--- src/rtl/seq_arb_pkg.sv ---
// rtl/seq_arb_pkg.sv - shared controller state encoding and sizing helpers for seq_detect_arbiter
package seq_arb_pkg;

    typedef enum logic [2:0] {
        ST_IDLE   = 3'b000,
        ST_GRANT  = 3'b001,
        ST_SHIFT  = 3'b010,
        ST_REPORT = 3'b011
    } state_t;

    // Wide enough to count every bit of one job word
    function automatic int bit_cnt_w(input int data_w);
        return $clog2(data_w + 1);
    endfunction

endpackage

--- src/rtl/seq_detect_core.sv ---
// rtl/seq_detect_core.sv - serial pattern detector with per-job history clear
module seq_detect_core #(
    parameter int                PAT_W   = 3,
    parameter logic [PAT_W-1:0]  PATTERN = 3'b110
) (
    input  logic clk,
    input  logic clear_n,
    input  logic clr,
    input  logic bit_in,
    input  logic bit_valid,
    output logic match
);

    localparam int HW = PAT_W - 1;

    logic [HW-1:0]    hist;
    logic [HW-1:0]    fill;
    logic [PAT_W-1:0] window;

    assign window = {hist, bit_in};
    // fill guards against zero-initialised history faking a match before PAT_W bits arrive
    assign match  = bit_valid && (&fill) && (window == PATTERN);

    always_ff @(posedge clk) begin
        if (!clear_n || clr) begin
            hist <= '0;
            fill <= '0;
        end else if (bit_valid) begin
            hist <= window[HW-1:0];
            fill <= (fill << 1) | HW'(1);
        end
    end

endmodule

--- src/rtl/seq_detect_arbiter.sv ---
// rtl/seq_detect_arbiter.sv - arbitrates NUM_REQ jobs onto one serial pattern detector
// SEQ_ARB_FIXED_PRIO_EN selects fixed lowest-index priority instead of round-robin.
module seq_detect_arbiter
    import seq_arb_pkg::*;
#(
    parameter int               NUM_REQ = 4,
    parameter int               DATA_W  = 8,
    parameter int               PAT_W   = 3,
    parameter logic [PAT_W-1:0] PATTERN = 3'b110,
    parameter int               CNT_W   = 4
) (
    input  logic                       clk_pulse,
    input  logic                       clear_n,
    input  logic [NUM_REQ-1:0]         req,
    input  logic [NUM_REQ*DATA_W-1:0]  req_data,
    output logic [NUM_REQ-1:0]         gnt,
    output logic                       busy,
    output logic                       ser_bit,
    output logic                       ser_valid,
    output logic                       done,
    output logic [$clog2(NUM_REQ)-1:0] done_id,
    output logic [CNT_W-1:0]           match_cnt,
    output logic [2:0]                 present_state
);

    localparam int              ID_W    = $clog2(NUM_REQ);
    localparam int              BC_W    = bit_cnt_w(DATA_W);
    localparam logic [CNT_W-1:0] CNT_MAX = '1;

    state_t              state, state_nx;
    logic [NUM_REQ-1:0]  req_q;
    logic [ID_W-1:0]     win, win_q;
    logic [DATA_W-1:0]   words [NUM_REQ];
    logic [DATA_W-1:0]   sreg;
    logic [BC_W-1:0]     bit_cnt;
    logic [CNT_W-1:0]    job_cnt, job_cnt_nx;
    logic                match;
    logic                last_bit;

    always_comb begin
        for (int i = 0; i < NUM_REQ; i++) begin
            words[i] = req_data[i*DATA_W +: DATA_W];
        end
    end

`ifdef SEQ_ARB_FIXED_PRIO_EN
    always_comb begin
        win = '0;
        for (int i = NUM_REQ - 1; i >= 0; i--) begin
            if (req_q[i]) win = ID_W'(i);
        end
    end
`else
    logic [ID_W-1:0] rr_ptr;

    // Search starts at rr_ptr and wraps, so the last winner is visited last
    always_comb begin
        logic [ID_W:0] idx;
        logic          found;
        win   = rr_ptr;
        found = 1'b0;
        idx   = '0;
        for (int i = 0; i < NUM_REQ; i++) begin
            idx = {1'b0, rr_ptr} + (ID_W+1)'(i);
            if (idx >= (ID_W+1)'(NUM_REQ)) idx = idx - (ID_W+1)'(NUM_REQ);
            if (!found && req_q[idx[ID_W-1:0]]) begin
                win   = idx[ID_W-1:0];
                found = 1'b1;
            end
        end
    end

    always_ff @(posedge clk_pulse) begin
        if (!clear_n) begin
            rr_ptr <= '0;
        end else if (state == ST_GRANT) begin
            rr_ptr <= (win == ID_W'(NUM_REQ - 1)) ? '0 : win + ID_W'(1);
        end
    end
`endif

    assign last_bit   = (bit_cnt == BC_W'(DATA_W - 1));
    assign job_cnt_nx = (match && (job_cnt != CNT_MAX)) ? job_cnt + CNT_W'(1) : job_cnt;

    always_ff @(posedge clk_pulse) begin
        if (!clear_n) state <= ST_IDLE;
        else          state <= state_nx;
    end

    always_comb begin
        state_nx = ST_IDLE;
        gnt      = '0;
        case (state)
            ST_IDLE:   state_nx = (|req) ? ST_GRANT : ST_IDLE;
            ST_GRANT: begin
                gnt[win] = 1'b1;
                state_nx = ST_SHIFT;
            end
            ST_SHIFT:  state_nx = last_bit ? ST_REPORT : ST_SHIFT;
            ST_REPORT: state_nx = ST_IDLE;
            default:   state_nx = ST_IDLE;
        endcase
    end

    always_ff @(posedge clk_pulse) begin
        if (!clear_n) begin
            req_q     <= '0;
            win_q     <= '0;
            sreg      <= '0;
            bit_cnt   <= '0;
            job_cnt   <= '0;
            done_id   <= '0;
            match_cnt <= '0;
        end else begin
            if (state == ST_IDLE) req_q <= req;
            case (state)
                ST_GRANT: begin
                    sreg    <= words[win];
                    win_q   <= win;
                    bit_cnt <= '0;
                    job_cnt <= '0;
                end
                ST_SHIFT: begin
                    sreg    <= {sreg[DATA_W-2:0], 1'b0};
                    bit_cnt <= bit_cnt + BC_W'(1);
                    job_cnt <= job_cnt_nx;
                    // Result registers move only as REPORT begins, holding between jobs
                    if (last_bit) begin
                        done_id   <= win_q;
                        match_cnt <= job_cnt_nx;
                    end
                end
                default: ;
            endcase
        end
    end

    seq_detect_core #(
        .PAT_W   (PAT_W),
        .PATTERN (PATTERN)
    ) u_core (
        .clk       (clk_pulse),
        .clear_n   (clear_n),
        .clr       (state == ST_GRANT),
        .bit_in    (sreg[DATA_W-1]),
        .bit_valid (state == ST_SHIFT),
        .match     (match)
    );

    assign busy          = (state != ST_IDLE);
    assign ser_valid     = (state == ST_SHIFT);
    assign ser_bit       = ser_valid & sreg[DATA_W-1];
    assign done          = (state == ST_REPORT);
    assign present_state = state;

endmodule

--- config.mk ---
export PLATFORM = sky130hd
export DESIGN_NAME = seq_detect_arbiter
export DESIGN_NICKNAME = d
export VERILOG_FILES = /design/src/rtl/seq_arb_pkg.sv /design/src/rtl/seq_detect_core.sv /design/src/rtl/seq_detect_arbiter.sv
export SDC_FILE = /design/constraint.sdc
export NUM_CORES = 1
export LEC_CHECK = 0
export CORE_MARGIN = 8
export CORE_UTILIZATION = 48
export CTS_CLUSTER_DIAMETER = 50
export DETAILED_ROUTE_END_ITERATION = 7
export PLACE_DENSITY = 0.89
export SYNTH_ARGS = -nofsm -noshare
export SYNTH_HDL_FRONTEND = slang
export SYNTH_HIERARCHICAL = 1
export SYNTH_SLANG_ARGS = --single-unit
--- constraint.sdc ---
create_clock -name clk_pulse -period 2.4 [get_ports clk_pulse]
set_clock_uncertainty 0.1 [all_clocks]
set_input_delay 0.36 -clock clk_pulse [delete_from_list [all_inputs] [get_ports clk_pulse]]
set_output_delay 0.36 -clock clk_pulse [all_outputs]
set_load 0.05 [all_outputs]
## After elaboration in Yosys (flattened, before gate mapping)

Index checks and enable logic that the tools add are counted.

| cells by class | value |
|---|---|
| add/subtract/negate cells | 10 |
| order comparisons | 11 |
| equality and inequality tests | 7 |
| mux-type cells | 33 |
| bitwise operators | 2 |
| reduce and logical (&&, ||, !) cells | 18 |

Operators with widths:

| kind | count |
|---|---|
| $mux 2 | 9 |
| $bmux 8 s2 | 1 |
| $mux 8 | 2 |
| $pmux 4 s2 | 2 |
| $pmux 8 s2 | 1 |
| $lt 2x3->1 const B | 5 |
| $ge 3x3->1 const B | 4 |
| $mux 1 | 10 |
| $add 4x1->4 const B | 2 |
| $bmux 1 s2 | 4 |
| $mux 4 | 2 |
| $sub 2x1->2 const B | 4 |
| $logic_and 1x1->1 | 7 |
| $add 2x2->3 const B | 2 |
| $eq 3x2->1 const B | 2 |
| $pmux 2 s3 | 1 |
| $eq 4x3->1 const B | 1 |
| $logic_not 1->1 | 4 |
| $ne 4x4->1 const B | 1 |
| $reduce_and 2->1 | 2 |
| $reduce_or 4->1 | 1 |
| $add 2x1->3 const B | 1 |
| $eq 3x1->1 const B | 1 |
| $eq 3x3->1 const B | 1 |
| 11 further kinds | 11 |

| word-level totals | value |
|---|---|
| bits in registers | 37 |
| input bits | 38 |
| output and inout bits | 17 |
| logic and storage cells | 92 |

## Longest topological paths before layout

Gate-level depths: netlist of run 1.

| depth | value |
|---|---|
| depth in word-level cells | 19 |
| mapped depth | 9 |
| depth with buffers taken out | 8 |

## By module

The synthesis of run 1 kept the hierarchy.

By module, submodules not included:

| module | times used | cells each | area an instance (um2) | seq. area each (um2) |
|---|---|---|---|---|
| seq_detect_arbiter | 1 | 213 | 1888.1 | 640.6 |
| seq_detect_core | 1 | 16 | 180.2 | 80.1 |

## Worst setup path after synthesis of run 1

Ideal clock, no wire load.

| timing | value |
|---|---|
| kind | register -> register |
| start point | register state[1] (netlist: present_state[1]) |
| end point | register job_cnt[0] |
| setup time | 0.115 ns |
| arrival time | 2.464 ns |
| required time | 2.185 ns |
| path slack | -0.279 ns |
| cell stages (with the launch flop) | 9 |
| path buffers | 1 |
| clock period less this slack | 2.679 ns |
| cell sequence | dfxtp_1 -> ha_1 -> buf_6 -> nand4_4 -> nor3b_2 -> nand2_1 -> a21bo_2 -> a21oi_1 -> nor2b_1 |

| between the ends | value |
|---|---|
| cells in the longest elaborated chain, start to end | 6 |
| elaborated cells on any way between the ends | 8 |
| classes of those cells | eq/ne (2); mux (2); reduce/logical (4) |

RTL lines:

| item | line | RTL |
|---|---|---|
| start: declaration | seq_detect_arbiter.sv:30 | `state_t state, state_nx;` |
| start signal: assignment | seq_detect_arbiter.sv:87 | `else state <= state_nx;` |
| $eq 3x2->1 | n/a |  |
| net ser_valid | seq_detect_arbiter.sv:19 | `output logic ser_valid,` |
| $logic_and 1x1->1 (2 in a row) | seq_detect_core.sv:22 | `assign match = bit_valid && (&fill) && (window == PATTERN);` |
| net match | seq_detect_arbiter.sv:37 | `logic match;` |
| $logic_and 1x1->1 | seq_detect_arbiter.sv:83 | `assign job_cnt_nx = (match && (job_cnt != CNT_MAX)) ? job_cnt + CNT_W'(1) : job_cnt;` |
| $mux 4 | seq_detect_arbiter.sv:83 |  |
| $pmux 4 s2 | seq_detect_arbiter.sv:116 | `case (state)` |
| end signal: assignment | seq_detect_arbiter.sv:126 | `job_cnt <= job_cnt_nx;` |
| end: declaration | seq_detect_arbiter.sv:36 | `logic [CNT_W-1:0] job_cnt, job_cnt_nx;` |

The timed path passes the listed nets, and every way through them passes these cells.
A chain may end at the register's enable or synchronous reset.

## Worst setup path in the final report of run 1

| timing | value |
|---|---|
| start point | register rr_ptr[0] |
| end point | output gnt[3] |

| between the ends | value |
|---|---|
| cells in the longest elaborated chain, start to end | 19 |
| elaborated cells on any way between the ends | 42 |
| classes of those cells | add/sub (7); order compare (6); mux (22); reduce/logical (7) |

RTL lines:

| item | line | RTL |
|---|---|---|
| start: declaration | seq_detect_arbiter.sv:54 | `logic [ID_W-1:0] rr_ptr;` |
| start signal: assignment | seq_detect_arbiter.sv:77 | `rr_ptr <= (win == ID_W'(NUM_REQ - 1)) ? '0 : win + ID_W'(1);` |
| branches (longest 13 deep; another with $add 2x1->3) | n/a |  |
| $mux 2 * | seq_detect_arbiter.sv:66 | `if (!found && req_q[idx[ID_W-1:0]]) begin` |
| net win[0] | seq_detect_arbiter.sv:32 | `logic [ID_W-1:0] win, win_q;` |
| $lt 2x3->1 (implied by the code) / $ge 2x1->1 (equally long branches) | seq_detect_arbiter.sv:96 | `gnt[win] = 1'b1;` |
| $logic_and 1x1->1 (implied by the code) | seq_detect_arbiter.sv:96 |  |
| $mux 1 (implied by the code) | seq_detect_arbiter.sv:96 |  |
| $demux 1 s2 * | seq_detect_arbiter.sv:96 |  |
| $mux 4 * | seq_detect_arbiter.sv:93 | `case (state)` |
| end: declaration | seq_detect_arbiter.sv:16 | `output logic [NUM_REQ-1:0] gnt,` |

Mark *: on every way through the listed nets, which the timed path passes. The select of a mux whose other input is x is not followed.

==> impl_metrics.toml, run 1 <==
[final_layout]
layout-drive-gt1-share_pct = 11.5
nets = 327
area_growth_pct = 32.3
nFillCells = 329
antenna_cells = 0

[setup_path]
reg2reg_to = "job_cnt[0]"
setup.worst_path.start = "rr_ptr[0]"
crit_arrival_ps = 1860
cp.required_ps = 1940
crit_chain = "nor2b_1, a2bb2oi_2, o211ai_2, inv_1, ha_1, and2_1, buf_4"
rr_startpoint = "present_state[0]"
crit_type = "reg -> out"
critPathCaptureType = "output pin"
worstSetupStartpointType = "register"
worstRegToRegCells = 8
cpPeakStageDelay_ps = 350
r2r_slack_ps = 310
crit_path_top_delay_cell = "dfxtp_1"
cp_max_fo = 5

[clock_network]
root_buffer = "clkbuf_8"
clock-sinks = 36
cts_tree = "built"
clkSlewWorstSetupHoldPaths_ps = 70
cts_max_path_buffers = 2
clock_latency_ps = 290
htree_levels = 2
numCtsBuffers = 5

[flow_run]
max_cap_viol_count = 0

[run_status]
outcome = "finished, final reports clean"

[timing]
relSlewSlack_pct = 65.6
max_freq_ghz = 0.431
worst_pin_slew_ps = 514
timing.final.crit_share_pct = 96.6
drv_slew = 0
final.min_clock_period_ps = 2320
setup_slack_ps = 82.4
final_hold_viol_count = 0
hold_ws_ps = 402
setup_viol = 0

[yosys]
syn_inst = 229
synth_area_per_cell_um2 = 9.03
synth_top_flop_cell = "dfxtp_1"
synthesis.area_um2 = 2070
synth-seq-area-share_pct = 34.8
synth_seq_cells = 36
yosys_warnings = 6
syn-num-nets = 278
async_reset_ff_share_pct = 0
yosysUniqueCellTypes = 43
synth_edf_count = 0

[power]
power_density_nw_per_um2 = 821
peakVddDrop_v = 0.000391
p_leak_nw = 1.13

[floorplan]
die_h_um = 81.6
rows = 24
die_area_um2 = 6670
die_x_um = 81.6
coreArea_um2 = 4260
start_util_pct = 48.5
ios = 55

[routing]
wire_per_inst_um = 14.7
ant_nets = 0
first_pass_iters = 4
finalWirelength_um = 4880
viasPerCell = 5.36
vias = 1775
drc = 0
drtIter0Drc = 112

[worst_hold_path]
min_path_cells = 2
hp-start = "bit_cnt[1]"
holdCritPathClass = "reg -> reg"
min_to = "bit_cnt[1]"

[place]
dp_hpwl_um = 3670
place_congestion = 0.871
io_buffers = 53
pre_cts_ws_ps = 280

[global_route]
grt.total_usage_pct = 14.4
gr-total-overflow = 0
grt_pass1_vias = 1692
antenna_found_initial = 0
grt_max_degree = 33
grt_pass1_wl_um = 7580
## worst max-delay path, delay by kind of cell (launching register included)
family          cells  cell delay [ps]
compound gates      2              390
fa+ha+maj           1              200
simple gates        2              310
buf+inv             2              320
flops               1              350
## cells by family after synthesis
group	share of synthesized area [%]
buf+inv	7.26
flops	34.8
simple gates	22.3
other cells	0.181
mux	14.0
xor+xnor	0.847
compound gates	13.9
fa+ha+maj	6.65
## layout by cell type (no fill, tap or decap), types with 10 or more instances in the layout
cell and instances:
o21ai_0 10, dfxtp_1 33, clkdlybuf4s50_1 46, inv_1 15, nand2_1 15, mux2i_1 29
ha_1 10, nor2b_1 16, nand3_1 13
## registers in the layout (all words and copies together) (netlist names)
register and cells:
win_q 2, bit_cnt 4, sreg 8, u_core/fill 2, req_q 4, rr_ptr 2, u_core/hist 2, present_state 2
job_cnt 4, match_cnt 4, done_id 2
## layout make-up
class | instances | area, um2 | share of cell area, %
tap | 52 | 65.1 | 2.38
timing repair buffer | 56 | 561 | 20.5
multi-input combinational | 163 | 1230 | 45.1
sequential | 36 | 724 | 26.5
clock buffer | 8 | 90.1 | 3.29
inverter | 16 | 61.3 | 2.24
## report_power, final
part	switching, mW	internal (mW)	total [mW]	leakage (nW)
Clock	0.199	0.234	0.433	0.0455
Combinational	0.570	0.440	1.01	0.788
Sequential	0.101	0.701	0.802	0.294
## metrics by stage
stage | utilization [%] | instance area (um2) | power [mW] | TNS (ps) | cells
finish | 64.2 | 2740 | 2.25 | 0 | 331
detailed placement | 61.4 | 2620 | 1.80 | 0 | 323
CTS | 63.5 | 2710 | 2.23 | 0 | 331
floorplan | - | 2080 | 1.56 | 0 | 229
global route | 64.2 | 2740 | 2.38 | -19.8 | 331
global placement | 61.4 | 2620 | 1.77 | 0 | 323
## cells in the mapped netlist (2+ instances only)
cell | instances | area [um2]
nor2_1 | 7 | 26.3
a21boi_0 | 3 | 22.5
o221ai_1 | 8 | 70.1
clkbuf_1 | 9 | 33.8
nand3b_1 | 2 | 15.0
inv_1 | 15 | 56.3
mux2i_1 | 29 | 290
nor2b_1 | 17 | 106
nor3_1 | 3 | 15.0
nor3b_1 | 2 | 15.0
and3_1 | 2 | 12.5
dfxtp_1 | 36 | 721
ha_1 | 11 | 138
buf_6 | 2 | 22.5
and2_1 | 8 | 50.1
o211a_1 | 2 | 20.0
o21ai_0 | 10 | 50.1
nand2_1 | 15 | 56.3
nand3_1 | 13 | 65.1
a21oi_1 | 8 | 40.0
o22ai_1 | 2 | 12.5
nand2b_1 | 4 | 25.0
## metal layers
layer / wire length [um] / track usage (%) / vias to the layer above / share of wire, %
li1: - / - / 887 / -
met1: 1990 / 16.1 / 832 / 41
met2: 2510 / 25.1 / 43 / 51
met3: 246 / 2.84 / 13 / 5.0
met4: 131 / 8.25 / 0 / 2.7
met5: 0 / 0 / - / 0
## worst max-delay path by stage
stage	endpoint	slack, ps	cells past startpoint
floorplan	job_cnt[0]	80	8
detailed placement	gnt[3]	280	7
global placement	gnt[3]	360	7
finish	gnt[3]	80	7
CTS	gnt[3]	20	7
global route	gnt[3]	-10	7
## what timing repair did
item	CTS	global route
endpoints found under the setup margin	2	4
pin swaps	0	2
hold buffers	0	0
setup buffers	0	0
gates resized for setup	1	6
No activity file was read; power rests on OpenSTA's default activity.
==> run 2, diff against run 1 <==
- ABC_CLOCK_PERIOD_IN_PS: unset -> 2400
- RECOVER_POWER: unset -> 100
==> run 2 against run 1 <==
  * Cell count stayed put
  * Largest cell class unchanged
  * Largest power group unchanged
  * Utilization stayed put
  * Wire length hardly changed
  * Critical endpoint unchanged
==> impl_metrics.toml, run 2 (synthesized netlist as in run 1, its figures left out) <==
[setup_path]
reg2reg_to = "job_cnt[0]"
worstSetupStartpointType = "register"
r2r_slack_ps = 310
crit_type = "reg -> out"
crit_arrival_ps = 1860
cp.required_ps = 1940
worstRegToRegCells = 8
rr_startpoint = "present_state[0]"
cp_max_fo = 5
critPathCaptureType = "output pin"

[final_layout]
final_area_um2 = 2740
nets = 327
mostFrequentLayoutCells = "clkdlybuf4s50_1, dfxtp_1, mux2i_1"
antenna_cells = 0
layout_commonest_cell = "clkdlybuf4s50_1"
regMostFlops = "sreg"
area_growth_pct = 32.3
final_util_pct = 64.2
largest_reg_flops = 8
layout-drive-gt1-share_pct = 11.5
stdcell_count = 331

[routing]
finalWirelength_um = 4880
ant_nets = 0
viasPerCell = 5.37
first_pass_iters = 4
drc = 0
wire_per_inst_um = 14.7
vias = 1776
drtIter0Drc = 112

[clock_network]
clock-sinks = 36
root_buffer = "clkbuf_8"
cts_hold_buf = 0
cts_tree = "built"
numCtsBuffers = 5
clock_latency_ps = 290
htree_levels = 2
clkSlewWorstSetupHoldPaths_ps = 70
cts_max_path_buffers = 2

[timing]
drv_slew = 0
hold_ws_ps = 402
final.min_clock_period_ps = 2320
tns_ps = 0
final_hold_viol_count = 0
worst_pin_slew_ps = 514
relSlewSlack_pct = 65.6
timing.final.crit_share_pct = 96.6
max_freq_ghz = 0.431
setup_slack_ps = 82.2
setup_viol = 0

[place]
pre_cts_ws_ps = 280
place_congestion = 0.871
place_area_um2 = 2620
dp_hpwl_um = 3670
io_buffers = 53
placed_cells = 323

[global_route]
antenna_found_initial = 0
grt_pass1_vias = 1692
grt_pass1_wl_um = 7580
gr-total-overflow = 0
grt_max_degree = 33
grt.total_usage_pct = 14.4

[power]
power_density_nw_per_um2 = 821
peakVddDrop_v = 0.000391
totalPowerFinal_mw = 2.25
p_leak_nw = 1.13

[worst_hold_path]
min_path_cells = 2
min_to = "bit_cnt[1]"
holdCritPathClass = "reg -> reg"
hp-start = "bit_cnt[1]"

[run_status]
outcome = "finished, final reports clean"

[floorplan]
die_h_um = 81.6
start_util_pct = 48.5
die_x_um = 81.6
coreArea_um2 = 4260
die_area_um2 = 6670
ios = 55
rows = 24

[flow_run]
max_cap_viol_count = 0
## run 2: layer usage
layer / vias up / routed length (um) / global-route usage [%]
li1: 887 / - / -
met1: 833 / 2000 / 16.1
met2: 43 / 2510 / 25.1
met3: 13 / 246 / 2.84
met4: 0 / 131 / 8.25
met5: - / 0 / 0
## run 2: critical path, stage by stage, from the launching register on
cell and delay [ps]:
dfxtp_1 350, nor2b_1 150, a2bb2oi_2 130, o211ai_2 260
inv_1 130, ha_1 200, and2_1 160, buf_4 190
## run 2: area by class of cell
| type | instances | area [um2] |
|---|---|---|
| inverter | 16 | 61.3 |
| tap | 52 | 65.1 |
| fill | 329 | 1530 |
| timing repair buffer | 56 | 561 |
| clock buffer | 8 | 90.1 |
| multi-input combinational | 163 | 1230 |
| sequential | 36 | 724 |
## run 2: how the worst max path moves through the flow
stage | slack (ps) | depth (start not counted) | start | to
4_1_cts | 20 | 7 | req_q[0] | gnt[3]
2_1_floorplan | 80 | 8 | present_state[1] | job_cnt[0]
3_3_place_gp | 360 | 7 | req_q[3] | gnt[3]
5_1_grt | -10 | 7 | rr_ptr[0] | gnt[3]
3_5_place_dp | 280 | 7 | req_q[3] | gnt[3]
6_report | 80 | 7 | rr_ptr[0] | gnt[3]
## run 2: where the power goes
group          switching [mW]  internal [mW]  leakage, nW
Clock                   0.200          0.234       0.0455
Combinational           0.571          0.439        0.786
Sequential              0.101          0.701        0.294
Total                   0.871           1.37         1.13
## run 2: what timing repair did
item / CTS / global route
buffers inserted: 0 / 0
setup endpoints to repair: 2 / 4
pin swaps: 0 / 2
resized for setup: 1 / 6
==> run 3, diff against run 2 <==
- GPL_ROUTABILITY_DRIVEN: unset -> 0
==> results of run 3 <==
No change in the layout: final DEF, timing and power equal those of run 2.
==> patch, RTL diff (flow settings as in run 3) <==
The option `SEQ_ARB_FIXED_PRIO_EN` is turned on by a define.
--- a/src/rtl/seq_detect_arbiter.sv
+++ b/src/rtl/seq_detect_arbiter.sv
@@ -1,4 +1,6 @@
 // rtl/seq_detect_arbiter.sv - arbitrates NUM_REQ jobs onto one serial pattern detector
 // SEQ_ARB_FIXED_PRIO_EN selects fixed lowest-index priority instead of round-robin.
+`define SEQ_ARB_FIXED_PRIO_EN
+
 module seq_detect_arbiter
     import seq_arb_pkg::*;
Formal check against the unedited RTL: same outputs for any inputs over 10 cycles, from zero or initial values; that may be too few to reach the edited logic, so the function may still have changed.
==> patch against run 3 <==
- synthesized area fell by 5.3%
- synthesized cell count fell by 3.9%
- worst hold slack got worse by 0.045 ns
- sequential cell count fell by 2
- die area fell by 4.2%
- setup slack improved by 0.12 ns
- wire length rose by 9.5%
- sequential share of layout area fell by 0.16 points
- power fell by 7.0%
- non-clock buffer count rose by 1
- combinational power fell by 29%
- final area fell by 5.3%
- first-iteration DRC count fell by 14%
==> patch: results (changes against run 3) <==
| Quantity | This run | Unit | vs run 3 |
| --- | --- | --- | --- |
| Run status | finished clean | - |  |
| Post-CTS setup buffers | 0 | - | unchanged |
| Vias in the first global route | 1784 | - | +5.4% |
| DP Area | 2490 | sq um | -4.8% |
| Number of cells upsized or downsized after cts | 0 | - | -1 |
| Static leakage power | 1.05 | nW | -6.8% |
| Data arrival, critical path | 1.74 | ns | -0.12 ns |
| Yosys cell types | 48 | - | +12% |
| Post-Synthesis Net Count | 265 | - | -4.7% |
| Via density per instance | 5.83 | - | +8.7% |
| Switching power of the nets | 0.000744 | W | -15% |
| Clock latency reported for the late side of the worst-skew pair | 0.29 | ns | about the same |
| Maximum number of pins on one net before global-route repair | 24 | - | -27% |
| Leading post-synthesis cells by instance count | dfxtp_1, nor2b_1, nand2_1 | - |  |
| Most area-consuming cells after synthesis | dfxtp_1, nor2b_1, ha_1 | - |  |
| Reg2Reg Setup Slack | 0.26 | ns | -0.05 ns |
| Global-route wire length before repair | 8.48 | mm | +12% |
| HPWL after DPL | 4.02 | mm | +9.6% |
| Worst slew margin relative to its limit | 0.597 | - | -0.0592 |
| Launch point of the worst hold path | done_id[0] | - |  |
| Count of nets after finishing | 314 | - | -4.0% |
| Initial DRT Pass Iterations | 5 | - | +1 |
| WL final | 5.34 | mm | +9.5% |
| Pre-CTS setup slack | 0.291 | ns | +0.0116 ns |
| Fraction of final layout cells sized beyond drive strength 1 | 0.0926 | - | -0.0221 |
| Count of mapped cells out of synthesis | 220 | - | -3.9% |
| Filler cell count in the final layout | 319 | - | -3.0% |
| Iter 0 DRT Violations | 96 | - | -14% |
| Final routed wire length divided by cell count | 16.7 | um | +13% |
| Number of H-tree levels | 2 | - | unchanged |
| Final non-filler cell area | 2590 | sq um | -5.3% |
| Worst supply voltage drop on vdd | 571 | uV | +46% |
| Worst r2r dst | match_cnt[2] | - |  |
## patch: final cells by class
class	instances	area, sq um	share of cell area
Clock inverter	3	68.8	0.0266
Sequential cell	34	682	0.263
Multi-Input combinational cell	164	1140	0.441
Clock buffer	5	68.8	0.0266
Timing Repair Buffer	57	539	0.208
Inverter	7	26.3	0.0101
Tap cell	50	62.6	0.0241
## patch: critical path, cell delays in order, from the launching register on
cell	delay [ns]
dfxtp_1	0.40
ha_1	0.16
dlygate4sd3_1	0.88
## patch: worst max-delay path by stage
stage	startpoint	to	slack, ns	cells after the start
2_1_floorplan	present_state[0]	match_cnt[2]	0.10	9
3_3_place_gp	present_state[0]	bit_cnt[3]	0.46	5
3_5_place_dp	present_state[0]	bit_cnt[3]	0.29	5
4_1_cts	present_state[0]	done	0.25	2
5_1_grt	present_state[0]	match_cnt[2]	0.12	6
6_report	present_state[0]	done	0.20	2
## patch: logic make-up after synthesis
group / Yosys count / synth area share
fa+ha+maj: 7 / 0.0447
mux: 8 / 0.0409
buf+inv: 22 / 0.0587
other cells: 1 / 0.00191
compound gates: 60 / 0.217
simple gates: 88 / 0.289
flops: 34 / 0.347
## patch: power groups by stage
stage	logic [W]	clock network, W	registers [W]
4_1_cts	0.000747	0.000640	0.000738
6_report	0.000719	0.000633	0.000738
3_3_place_gp	0.000723	0	0.000746
5_1_grt	0.000780	0.000668	0.000750
3_5_place_dp	0.000742	0	0.000748
2_1_floorplan	0.000543	0	0.000734
## patch: per-layer routing
layer	global-route usage	wire (um)	vias to the layer above
li1	-	-	920
met5	0	0	-
met1	0.186	2100	871
met4	0.0745	119	0
met3	0.0541	366	13
met2	0.278	2760	62
